## config.mk

```make
export PLATFORM = sky130hd
export DESIGN_NAME = alu_issue_flat
export DESIGN_NICKNAME = d
export VERILOG_FILES = /design/src/rtl/alu_issue_if.sv /design/src/rtl/alu_issue.sv /design/src/flat_wrapper.sv
export SDC_FILE = /design/constraint.sdc
export NUM_CORES = 1
export LEC_CHECK = 0
export BUFFER_PORTS_ARGS = -buffer_cell sky130_fd_sc_hd__buf_2
export CAP_MARGIN = 40
export CORE_UTILIZATION = 30
export DETAILED_ROUTE_END_ITERATION = 8
export SETUP_SLACK_MARGIN = 0.3
export SLEW_MARGIN = 30
export SYNTH_ARGS = -nofsm -noshare
export SYNTH_HDL_FRONTEND = slang
export SYNTH_SLANG_ARGS = --single-unit
export TNS_END_PERCENT = 5
```

## constraint.sdc

```tcl
create_clock -name clk -period 1.55 [get_ports clk]
set_clock_uncertainty 0.2 [all_clocks]
set_input_delay 0.465 -clock clk [delete_from_list [all_inputs] [get_ports clk]]
set_output_delay 0.465 -clock clk [all_outputs]
set_load 0.05 [all_outputs]
```

## src/rtl/alu_issue_if.sv

```systemverilog
`timescale 1ns/1ps
`default_nettype none
// ============================================================================
// Module      : alu_issue_if
// Description : Request, ALU-facing and result signal bundle for alu_issue.
// Revision    : 1.0 - initial release
// ============================================================================
interface alu_issue_if #(
    parameter int XLEN = 32
);
    logic            in_valid;
    logic            in_ready;
    logic [6:0]      in_opcode;
    logic [2:0]      in_funct3;
    logic            in_funct7b5;
    logic [XLEN-1:0] in_rs1;
    logic [XLEN-1:0] in_rs2;
    logic [XLEN-1:0] in_imm;
    logic [4:0]      in_rd;

    logic [2:0]      aluop;
    logic            aluctr;
    logic [XLEN-1:0] alu_a;
    logic [XLEN-1:0] alu_b;
    logic [XLEN-1:0] alu_result;
    logic            alu_zero;

    logic            out_valid;
    logic            out_ready;
    logic [XLEN-1:0] out_data;
    logic [4:0]      out_rd;
    logic            out_zero;
    logic            out_illegal;

    // The environment side: decode stage, ALU and writeback consumer.
    modport master (
        output in_valid, in_opcode, in_funct3, in_funct7b5,
               in_rs1, in_rs2, in_imm, in_rd,
               alu_result, alu_zero, out_ready,
        input  in_ready, aluop, aluctr, alu_a, alu_b,
               out_valid, out_data, out_rd, out_zero, out_illegal
    );

    modport slave (
        input  in_valid, in_opcode, in_funct3, in_funct7b5,
               in_rs1, in_rs2, in_imm, in_rd,
               alu_result, alu_zero, out_ready,
        output in_ready, aluop, aluctr, alu_a, alu_b,
               out_valid, out_data, out_rd, out_zero, out_illegal
    );
endinterface
`default_nettype wire

```

## src/rtl/alu_issue.sv

```systemverilog
`timescale 1ns/1ps
`default_nettype none
// ============================================================================
// Module      : alu_issue
// Description : Two-stage issue/writeback pipeline around a combinational ALU.
// Revision    : 1.0 - initial release
// ============================================================================
module alu_issue #(
    parameter int XLEN  = 32,
    parameter int CNT_W = 16
) (
    input  wire logic             clk,
    input  wire logic             rst_n,
    alu_issue_if.slave            bus,
    output logic [CNT_W-1:0]      op_count
);
    localparam logic [6:0] c_opc_op     = 7'b0110011;
    localparam logic [6:0] c_opc_op_imm = 7'b0010011;
    localparam logic [6:0] c_opc_lui    = 7'b0110111;
    localparam logic [2:0] c_aluop_passb = 3'd3;

    // Decode
    logic            w_illegal;
    logic [2:0]      w_aluop;
    logic            w_aluctr;
    logic [XLEN-1:0] w_a;
    logic [XLEN-1:0] w_b;

    // Pipeline control
    logic w_s2_free;
    logic w_s1_adv;
    logic w_in_ready;
    logic w_accept;

    // Stage S1
    logic            r_s1_valid;
    logic [4:0]      r_s1_rd;
    logic            r_s1_illegal;
    logic [2:0]      r_aluop;
    logic            r_aluctr;
    logic [XLEN-1:0] r_alu_a;
    logic [XLEN-1:0] r_alu_b;

    // Stage S2
    logic            r_out_valid;
    logic [XLEN-1:0] r_out_data;
    logic [4:0]      r_out_rd;
    logic            r_out_zero;
    logic            r_out_illegal;

    logic [CNT_W-1:0] r_op_count;

    always_comb begin
        w_illegal = 1'b1;
        w_aluop   = 3'd0;
        w_aluctr  = 1'b0;
        w_a       = '0;
        w_b       = '0;
        case (bus.in_opcode)
            c_opc_op, c_opc_op_imm: begin
                // funct3 = 3 (unsigned compare) has no ALU implementation.
                if (bus.in_funct3 != 3'd3) begin
                    w_illegal = 1'b0;
                    w_aluop   = bus.in_funct3;
                    w_a       = bus.in_rs1;
                    w_b       = (bus.in_opcode == c_opc_op) ? bus.in_rs2 : bus.in_imm;
                    case (bus.in_funct3)
                        3'd0:    w_aluctr = (bus.in_opcode == c_opc_op) ? bus.in_funct7b5 : 1'b0;
                        3'd5:    w_aluctr = bus.in_funct7b5;
                        3'd2:    w_aluctr = 1'b1;
                        default: w_aluctr = 1'b0;
                    endcase
                end
            end
            c_opc_lui: begin
                w_illegal = 1'b0;
                w_aluop   = c_aluop_passb;
                w_b       = bus.in_imm;
            end
            default: begin
                w_illegal = 1'b1;
            end
        endcase
    end

    assign w_s2_free  = ~r_out_valid | bus.out_ready;
    assign w_s1_adv   = r_s1_valid & w_s2_free;
    assign w_in_ready = ~r_s1_valid | w_s2_free;
    assign w_accept   = bus.in_valid & w_in_ready;

    // Issue register: ALU-facing fields only change on an accepted request.
    always_ff @(posedge clk or negedge rst_n) begin
        if (!rst_n) begin
            r_s1_valid   <= 1'b0;
            r_s1_rd      <= 5'd0;
            r_s1_illegal <= 1'b0;
            r_aluop      <= 3'd0;
            r_aluctr     <= 1'b0;
            r_alu_a      <= '0;
            r_alu_b      <= '0;
        end else if (w_accept) begin
            r_s1_valid   <= 1'b1;
            r_s1_rd      <= bus.in_rd;
            r_s1_illegal <= w_illegal;
            r_aluop      <= w_aluop;
            r_aluctr     <= w_aluctr;
            r_alu_a      <= w_a;
            r_alu_b      <= w_b;
        end else if (w_s1_adv) begin
            r_s1_valid   <= 1'b0;
        end
    end

    always_ff @(posedge clk or negedge rst_n) begin
        if (!rst_n) begin
            r_out_valid   <= 1'b0;
            r_out_data    <= '0;
            r_out_rd      <= 5'd0;
            r_out_zero    <= 1'b0;
            r_out_illegal <= 1'b0;
        end else if (w_s1_adv) begin
            r_out_valid   <= 1'b1;
            r_out_data    <= r_s1_illegal ? '0 : bus.alu_result;
            r_out_rd      <= r_s1_rd;
            r_out_zero    <= r_s1_illegal ? 1'b0 : bus.alu_zero;
            r_out_illegal <= r_s1_illegal;
        end else if (r_out_valid & bus.out_ready) begin
            r_out_valid   <= 1'b0;
        end
    end

    always_ff @(posedge clk or negedge rst_n) begin
        if (!rst_n) begin
            r_op_count <= '0;
        end else if (w_accept) begin
            r_op_count <= r_op_count + 1'b1;
        end
    end

    assign bus.in_ready    = w_in_ready;
    assign bus.aluop       = r_aluop;
    assign bus.aluctr      = r_aluctr;
    assign bus.alu_a       = r_alu_a;
    assign bus.alu_b       = r_alu_b;
    assign bus.out_valid   = r_out_valid;
    assign bus.out_data    = r_out_data;
    assign bus.out_rd      = r_out_rd;
    assign bus.out_zero    = r_out_zero;
    assign bus.out_illegal = r_out_illegal;
    assign op_count        = r_op_count;

endmodule
`default_nettype wire

```

## src/flat_wrapper.sv

```systemverilog
// flat-port wrapper written by rule: the top's interface ports become plain ports
module alu_issue_flat 
#(
    parameter int XLEN  = 32,
    parameter int CNT_W = 16
)
  (clk, rst_n, op_count, bus_in_valid, bus_in_opcode, bus_in_funct3, bus_in_funct7b5, bus_in_rs1, bus_in_rs2, bus_in_imm, bus_in_rd, bus_alu_result, bus_alu_zero, bus_out_ready, bus_in_ready, bus_aluop, bus_aluctr, bus_alu_a, bus_alu_b, bus_out_valid, bus_out_data, bus_out_rd, bus_out_zero, bus_out_illegal);
  alu_issue_if #(.XLEN(XLEN)) bus_i ();
  input  wire logic clk;
  input  wire logic rst_n;
  output logic [CNT_W-1:0] op_count;
  input wire logic [$bits(bus_i.in_valid)-1:0] bus_in_valid;
  input wire logic [$bits(bus_i.in_opcode)-1:0] bus_in_opcode;
  input wire logic [$bits(bus_i.in_funct3)-1:0] bus_in_funct3;
  input wire logic [$bits(bus_i.in_funct7b5)-1:0] bus_in_funct7b5;
  input wire logic [$bits(bus_i.in_rs1)-1:0] bus_in_rs1;
  input wire logic [$bits(bus_i.in_rs2)-1:0] bus_in_rs2;
  input wire logic [$bits(bus_i.in_imm)-1:0] bus_in_imm;
  input wire logic [$bits(bus_i.in_rd)-1:0] bus_in_rd;
  input wire logic [$bits(bus_i.alu_result)-1:0] bus_alu_result;
  input wire logic [$bits(bus_i.alu_zero)-1:0] bus_alu_zero;
  input wire logic [$bits(bus_i.out_ready)-1:0] bus_out_ready;
  output wire logic [$bits(bus_i.in_ready)-1:0] bus_in_ready;
  output wire logic [$bits(bus_i.aluop)-1:0] bus_aluop;
  output wire logic [$bits(bus_i.aluctr)-1:0] bus_aluctr;
  output wire logic [$bits(bus_i.alu_a)-1:0] bus_alu_a;
  output wire logic [$bits(bus_i.alu_b)-1:0] bus_alu_b;
  output wire logic [$bits(bus_i.out_valid)-1:0] bus_out_valid;
  output wire logic [$bits(bus_i.out_data)-1:0] bus_out_data;
  output wire logic [$bits(bus_i.out_rd)-1:0] bus_out_rd;
  output wire logic [$bits(bus_i.out_zero)-1:0] bus_out_zero;
  output wire logic [$bits(bus_i.out_illegal)-1:0] bus_out_illegal;
  assign bus_i.in_valid = bus_in_valid;
  assign bus_i.in_opcode = bus_in_opcode;
  assign bus_i.in_funct3 = bus_in_funct3;
  assign bus_i.in_funct7b5 = bus_in_funct7b5;
  assign bus_i.in_rs1 = bus_in_rs1;
  assign bus_i.in_rs2 = bus_in_rs2;
  assign bus_i.in_imm = bus_in_imm;
  assign bus_i.in_rd = bus_in_rd;
  assign bus_i.alu_result = bus_alu_result;
  assign bus_i.alu_zero = bus_alu_zero;
  assign bus_i.out_ready = bus_out_ready;
  assign bus_in_ready = bus_i.in_ready;
  assign bus_aluop = bus_i.aluop;
  assign bus_aluctr = bus_i.aluctr;
  assign bus_alu_a = bus_i.alu_a;
  assign bus_alu_b = bus_i.alu_b;
  assign bus_out_valid = bus_i.out_valid;
  assign bus_out_data = bus_i.out_data;
  assign bus_out_rd = bus_i.out_rd;
  assign bus_out_zero = bus_i.out_zero;
  assign bus_out_illegal = bus_i.out_illegal;
  alu_issue #(.XLEN(XLEN), .CNT_W(CNT_W)) u_core (.clk(clk), .rst_n(rst_n), .bus(bus_i), .op_count(op_count));
endmodule
```

# Yosys cells after proc, flatten, opt, wreduce, memory -nomap -nowiden
# Index checks and enable logic that the tools add are counted.
# word_totals
register_bits	131
input_bits	149
out_inout_bits	125
# classes
n_addsub	1
eq_ne	6
n_mux	19
n_bitwise	7
n_reduce_logical	4
# op_table
cell	count
$mux W32	5
$pmux W32 S2	1
$add A16 B1 Y16 const B	1
$eq A7 B6 Y1 const B	2
$mux W1	9
$eq A7 B5 Y1 const B	1
$pmux W3 S2	1
$reduce_bool A2 Y1	2
$and A1 B1 Y1	3
$eq A3 B2 Y1 const B	1
$eq A3 B3 Y1 const B	1
$logic_not A3 Y1	1
$mux W3	1
$ne A3 B2 Y1 const B	1
$pmux W1 S3	1
$not A1 Y1	2
$or A1 B1 Y1	2
$pmux W1 S2	1
$reduce_or A2 Y1	1

# Longest topological paths before layout
# Gate-level depths: netlist of the first run.
# logic_depth
ltp_word	5
ltp_mapped	7
ltp_nobuf	5

# Worst setup path after synthesis of the first run
# Ideal clock, no wire load.
# synth_path
kind	reg2reg
startpoint	register u_core.r_out_valid, in the netlist u_core.bus.out_valid
endpoint	register u_core.r_alu_b[0], in the netlist u_core.bus.alu_b[0]
arrival_time_ns	2.188
path_slack_ns	-0.964
path_stages_with_launch	6
path_cell_list	dfrtp_1 > nand3b_1 > and2_1 > and3_1 > buf_2 > a221o_1
# synth_via
elab_chain_len	4
# synth_lines
item	line	source
start: declaration	alu_issue.sv:45	logic r_out_valid;
start signal: assignment	alu_issue.sv:116	r_out_valid <= 1'b0;
start signal: assignment	alu_issue.sv:122	r_out_valid <= 1'b1;
start signal: assignment	alu_issue.sv:128	r_out_valid <= 1'b0;
$not A1 Y1	alu_issue.sv:86	assign w_s2_free = ~r_out_valid | bus.out_ready;
$or A1 B1 Y1	alu_issue.sv:86	
$or A1 B1 Y1	alu_issue.sv:88	assign w_in_ready = ~r_s1_valid | w_s2_free;
named net bus_in_ready	flat_wrapper.sv:23	output wire logic [$bits(bus_i.in_ready)-1:0] bus_in_ready;
$and A1 B1 Y1	alu_issue.sv:89	assign w_accept = bus.in_valid & w_in_ready;
end signal: assignment	alu_issue.sv:108	r_alu_b <= w_b;
end: declaration	alu_issue.sv:42	logic [XLEN-1:0] r_alu_b;
# The timed path passes the listed nets, and every way through them passes these cells.
# A chain may end at the register's enable or synchronous reset.

# Worst setup path after layout of the first run
# layout_path
startpoint	register u_core.r_out_valid, in the netlist u_core.bus.out_valid
endpoint	output bus_in_ready
# layout_via
elab_chain_len	3
# layout_lines
item	line
$not A1 Y1	alu_issue.sv:86
$or A1 B1 Y1	alu_issue.sv:86
$or A1 B1 Y1	alu_issue.sv:88
end: declaration	flat_wrapper.sv:23
# No other way between the ends.

==> impl_metrics.py, run 1 <==
metrics = {
    "setup_path": {
        "cp-end-kind": "output port",
        "cp.arrival_ps": 1220,
        "reg2reg_depth": 7,
        "r2r_start": "u_core.bus.out_valid",
        "reg2reg_to": "u_core.bus.alu_b[6]",
        "cp_max_fo": 4,
        "cp.required_ps": 880,
        "startpoint_type": "register",
        "path_class": "register to output port",
        "rrSetupSlack_ps": -240,
    },
    "clock_tree": {
        "htree_levels": 4,
        "cts_buffer_depth": 2,
        "numCtsBuffers": 17,
        "clock_latency_ps": 410,
        "clock-sinks": 131,
        "clk_pin_slew_worst_paths_ps": 60,
        "cts_tree": "yes",
        "root_buffer": "clkbuf_16",
    },
    "pwr": {
        "pwr-share-clk_pct": 36.0,
        "power.leakage_nw": 4.738,
        "power.density_nw_per_um2": 1142,
        "intPower_mw": 7.525,
        "p_sw_mw": 3.622,
        "p_seq_share_pct": 34.9,
        "netSwitchingFraction_pct": 32.50,
        "power.total_mw": 11.15,
        "combPwrFrac_pct": 29.1,
        "ir_drop_mv": 0.7179,
    },
    "floorplanning": {
        "die-height_um": 140.6,
        "rows": 50,
        "fp.dieW_um": 140.6,
        "core_area_sq_um": 18770,
        "ios": 274,
        "die_area_sq_um": 19770,
        "initial_utilization_pct": 30.71,
    },
    "place": {
        "dpl.hpwl_mm": 12.44,
        "gp_congestion": 0.7447,
        "post_dp_cell_area_sq_um": 7746,
        "port_buffers": 273,
        "pre_cts_ws_ps": -580.9,
    },
    "logic_synthesis": {
        "syn_area_sq_um": 5764,
        "synth_top_cell_area_share_pct": 56.87,
        "ys_ff_latch": 131,
        "async_flop_share_pct": 100.0,
        "avgSynthCellArea_sq_um": 10.54,
        "synth-edff-count": 0,
        "synthCells": 547,
        "synth_ff_type": "dfrtp_1",
        "synth_xor_area_share_pct": 2.279,
        "ys_seq_area_share_pct": 56.87,
        "synth_top_family_by_area": "compound AO/OA/AOI/OAI gates",
        "synth-compound-area-share_pct": 18.23,
        "yosysTopAreaCell": "dfrtp_1",
        "synthesis.nets": 697,
        "ys_types": 31,
        "synth.mux.area_fraction_pct": 1.172,
        "ys.warnings.count": 0,
        "synth-simple-area-share_pct": 17.08,
        "synthAdderAreaFrac_pct": 0.2171,
        "ys_top_cells_by_area": "dfrtp_1 (57%), nand2b_1 (6.5%), nand2_1 (5.9%)",
    },
    "timing": {
        "finalHoldViolCount": 0,
        "fin_setup_tns_ps": -25500,
        "holdWs_ps": 41.57,
        "worst_slew_pin_slew_ps": 436.3,
        "fin_crit_sh_pct": 121.4,
        "max-slew-margin-rel_pct": 70.92,
        "setup_viol": 239,
        "rsz0062_at_grt": "true",
        "worst_slack_ps": -332.3,
        "fmax_mhz": 531.3,
        "min_period_ps": 1882,
        "drv_slew": 0,
    },
    "global_routing": {
        "grtUsageTotal_pct": 18.43,
        "grt_pass1_vias": 5415,
        "grt_pass1_wl_mm": 28.34,
        "overflow": 0,
        "antenna_found_initial": 0,
        "grt_max_degree": 51,
    },
    "layout": {
        "nets": 1026,
        "drive_gt1_share_pct": 48.03,
        "fin_area_sq_um": 9763,
        "antenna_cells": 0,
        "area_growth_pct": 69.37,
    },
    "status": {
        "violations": "setup timing",
        "status": "finished, violations left",
    },
    "min_path": {
        "hp-start": "bus_in_rd[4]",
        "hp-class": "primary input to register",
        "whs_endpoint": "u_core.r_s1_rd[4]",
        "hold_depth": 3,
    },
    "route": {
        "met2_length_mm": 9.446,
        "detail_route.first_pass.iterations": 4,
        "topRoutingLayerUsed": "met4",
        "drt-initial-drc-count": 216,
        "viasPerCell": 4.784,
        "drt-met1-wl_mm": 8.054,
        "vias": 5372,
        "wire_per_inst_um": 16.75,
        "detail-route-antenna-nets": 0,
        "drc_errors": 0,
        "dr_wl_met3_mm": 1.172,
        "drt-total-wl_mm": 18.81,
    },
    "job": {
        "drv_cap": 0,
    },
}
[stage by stage]
step | cells | util (%)
6_report | 1123 | 52.02
5_1_grt | 1123 | 52.02
3_3_place_gp | 1065 | 41.27
4_1_cts | 1111 | 50.11
3_5_place_dp | 1065 | 41.27
2_1_floorplan | 547 | -
[cells in the final DEF (no fill, tap or decap), types with 3 or more instances in the layout]
cell / n
o31ai_2: 20
inv_6: 5
buf_8: 6
o31ai_1: 6
a22o_1: 33
nand2_8: 4
mux2_2: 6
buf_4: 39
clkinvlp_4: 3
clkbuf_16: 22
a31oi_1: 25
and3_1: 3
nand4_1: 4
xnor2_1: 8
dfrtp_2: 4
nor2_1: 6
a221o_1: 7
buf_6: 137
nand2_1: 88
and2_1: 6
buf_12: 12
o21ai_1: 26
xor2_1: 7
a21oi_1: 27
buf_2: 147
nand2b_1: 59
o21ai_0: 8
nand3_1: 8
dfrtp_1: 127
[metal layers]
metal / track usage [%] / vias up
met1: 22.60 / 2574
met2: 30.95 / 187
met5: 0 / -
li1: - / 2601
met3: 6.012 / 10
met4: 5.263 / 0
[sequential cells by signal, indices dropped and copies added, names as in the netlist, 3 cells and up]
register and flops:
u_core.bus.out_data 32, u_core.bus.alu_a 32, u_core.bus.aluop 3, u_core.r_s1_rd 5
u_core.bus.alu_b 32, u_core.op_count 16, u_core.bus.out_rd 5
[cells by family after synthesis]
family                   after synthesis
AND/OR/NAND/NOR                      193
flip-flops                           131
XOR/XNOR                              15
AO/OA/AOI/OAI                        157
adder cells (fa/ha/maj)                1
buffers and inverters                 44
multiplexers                           6
[repair_timing]
item,CTS,global route
pin swaps,10,1
hold buffers,1,0
endpoints found under the hold margin,124,0
buffers inserted,12,2
setup endpoints to repair,254,254
gates resized for setup,314,38
cloned,1,10
[critical path, stage by stage, from the launching register on]
cell	delay [ps]
dfrtp_2	400
nand3b_1	130
buf_6	130
buf_8	140
[power groups by stage]
stage / registers, mW / clock network [mW] / logic [mW]
CTS: 3.89 / 4.10 / 3.07
finish: 3.89 / 4.01 / 3.25
global placement: 3.89 / 0 / 2.39
floorplan: 4.81 / 0 / 0.524
detailed placement: 3.90 / 0 / 2.40
global route: 3.92 / 4.27 / 3.42
[cells in the mapped netlist (2+ instances only)]
master and n:
a21oi_1 28, nand2b_1 60, a22o_1 33, mux2_2 6, nand3_1 8, dfrtp_1 131
a221o_1 7, xor2_1 7, and2_1 9, o31ai_1 27, clkbuf_1 22, a31oi_1 25
nand4_1 4, nor2_1 6, nand3b_1 2, nor3_1 3, and4_1 3, and4bb_2 2
buf_6 8, o21ai_0 35, xnor2_1 8, nand2_1 90, and3_1 4, inv_1 2
buf_2 11
[how the worst max path moves through the flow]
stage                         start              endpoint  slack, ps  cells past startpoint
5_1_grt        u_core.bus.out_valid          bus_in_ready       -400                      3
3_5_place_dp       bus_in_opcode[6]  u_core.bus.alu_b[14]       -580                      6
4_1_cts        u_core.bus.out_valid          bus_in_ready       -350                      3
6_report       u_core.bus.out_valid          bus_in_ready       -330                      3
3_3_place_gp       bus_in_opcode[6]  u_core.bus.alu_b[16]       -510                      6
2_1_floorplan  u_core.bus.out_valid  u_core.bus.alu_b[20]       -740                      6
[cell type report]
cell class / count / area (sq um)
Fill cell: 1640 / 9005
Tap cell: 234 / 292.8
Inverter: 2 / 7.507
Sequential cell: 131 / 3283
Clock buffer: 19 / 432.9
Multi-Input combinational cell: 375 / 2507
Clock inverter: 13 / 147.6
Timing Repair Buffer: 349 / 3092
(Power assumes the default switching activity.)
==> run 2, diff against run 1 <==
SKIP_CTS_REPAIR_TIMING = 1   (was not set)
==> impl_metrics.py, run 2 (synthesis results as in run 1) <==
metrics = {
    "status": {
        "status": "finished, violations left",
        "violations": "setup timing",
    },
    "floorplanning": {
        "die_area_sq_um": 19770,
        "initial_utilization_pct": 30.71,
        "core_area_sq_um": 18770,
        "ios": 274,
        "fp.dieW_um": 140.6,
        "die-height_um": 140.6,
        "rows": 50,
    },
    "pwr": {
        "ir_drop_mv": 0.7189,
        "p_sw_mw": 3.567,
        "power.total_mw": 10.97,
        "combPwrFrac_pct": 28.0,
        "netSwitchingFraction_pct": 32.51,
        "intPower_mw": 7.406,
        "power.leakage_nw": 4.642,
        "p_seq_share_pct": 35.5,
        "power.density_nw_per_um2": 1146,
        "pwr-share-clk_pct": 36.6,
    },
    "layout": {
        "multiInputGateArea_sq_um": 2471,
        "nets": 1015,
        "num-fill-cells": 1668,
        "finalNonFillerCells": 1112,
        "final_common_cell": "buf_2",
        "utilization_pct": 51.02,
        "layout_common_cells": "buf_2 (148), buf_6 (131), dfrtp_1 (126), nand2_1 (88), nand2b_1 (59)",
        "area_growth_pct": 66.12,
        "antenna_cells": 0,
        "seqCellArea_sq_um": 3284,
        "fin_area_sq_um": 9575,
        "drive_gt1_share_pct": 47.04,
    },
    "place": {
        "post_dp_cell_area_sq_um": 7746,
        "pre_cts_ws_ps": -580.9,
        "dp.cells": 1065,
        "gp_congestion": 0.7447,
        "port_buffers": 273,
        "dpl.hpwl_mm": 12.44,
    },
    "setup_path": {
        "cp.required_ps": 880,
        "cp-end-kind": "output port",
        "startpoint_type": "register",
        "cp_max_fo": 4,
        "path_class": "register to output port",
        "cp.arrival_ps": 1230,
    },
    "route": {
        "detail_route.first_pass.iterations": 4,
        "detail-route-antenna-nets": 0,
        "drc_errors": 0,
        "vias": 5311,
        "drt-initial-drc-count": 264,
        "drt-total-wl_mm": 18.25,
        "wire_per_inst_um": 16.41,
        "viasPerCell": 4.776,
    },
    "clock_tree": {
        "htree_levels": 4,
        "clock_latency_ps": 420,
        "clock-sinks": 131,
        "numCtsBuffers": 17,
        "root_buffer": "clkbuf_16",
        "cts_tree": "yes",
        "clk_pin_slew_worst_paths_ps": 60,
        "cts_buffer_depth": 2,
    },
    "global_routing": {
        "grt_pass1_vias": 5113,
        "overflow": 0,
        "grtUsageTotal_pct": 17.52,
        "grt_max_degree": 51,
        "antenna_found_initial": 0,
        "grt_pass1_wl_mm": 26.85,
    },
    "timing": {
        "min_period_ps": 1892,
        "worst_slack_ps": -342.4,
        "setup_viol": 207,
        "rsz0062_at_grt": "true",
        "worst_slew_pin_slew_ps": 330.9,
        "drv_slew": 0,
        "fmax_mhz": 528.4,
        "max-slew-margin-rel_pct": 77.94,
        "fin_setup_tns_ps": -24780,
        "finalHoldViolCount": 0,
        "holdWs_ps": 41.03,
        "fin_crit_sh_pct": 122.1,
    },
    "job": {
        "drv_cap": 0,
    },
    "min_path": {
        "hp-class": "primary input to register",
    },
}
==> run 2: cell count changes in the layout (fill, tap and decap cells not counted), sizes merged <==
cell    delta
buf        -8
clkbuf     -2
nand2      -1
==> run 2: final timing paths <==
kind | startpoint | slack, ps | endpoint | depth (start not counted)
worst max-delay path | u_core.bus.out_valid | -340 | bus_in_ready | 3
worst max register to register | u_core.bus.out_valid | -230 | u_core.bus.alu_b[2] | 7
worst min register to register | u_core.r_s1_rd[3] | 270 | u_core.r_s1_rd[3] | 2
worst min-delay path | bus_in_rd[4] | 40 | u_core.r_s1_rd[4] | 3
min in group asynchronous | rst_n | 280 | u_core.op_count[5] | 2
max in group asynchronous | rst_n | 390 | u_core.bus.alu_b[5] | 3
==> run 2: final cells by class <==
class,count,share of cell area [%]
inverter,2,0.07840
clock inverter,13,1.542
sequential,131,34.30
clock buffer,19,4.521
tap,234,3.058
timing repair buffer,339,30.69
multi-input combinational,374,25.81
==> run 2: per-layer routing <==
layer  GRT usage, %  wire (um)  vias to the layer above
met2          28.44       9151                      193
met5              0          0                        -
met4          4.805        153                        0
li1               -          -                     2571
met3          5.503       1107                       12
met1          22.51       7835                     2535
==> run 2: power by group through the flow <==
stage	combinational, mW	clock [mW]	sequential [mW]
floorplan	0.524	0	4.81
global placement	2.39	0	3.89
detailed placement	2.40	0	3.90
CTS	2.40	4.10	3.84
global route	3.25	4.28	3.92
finish	3.07	4.01	3.89
==> run 2: worst max-delay path: stages, from the launching register on <==
cell      delay [ps]
dfrtp_2          400
nand3b_1         140
buf_6            140
buf_8            140
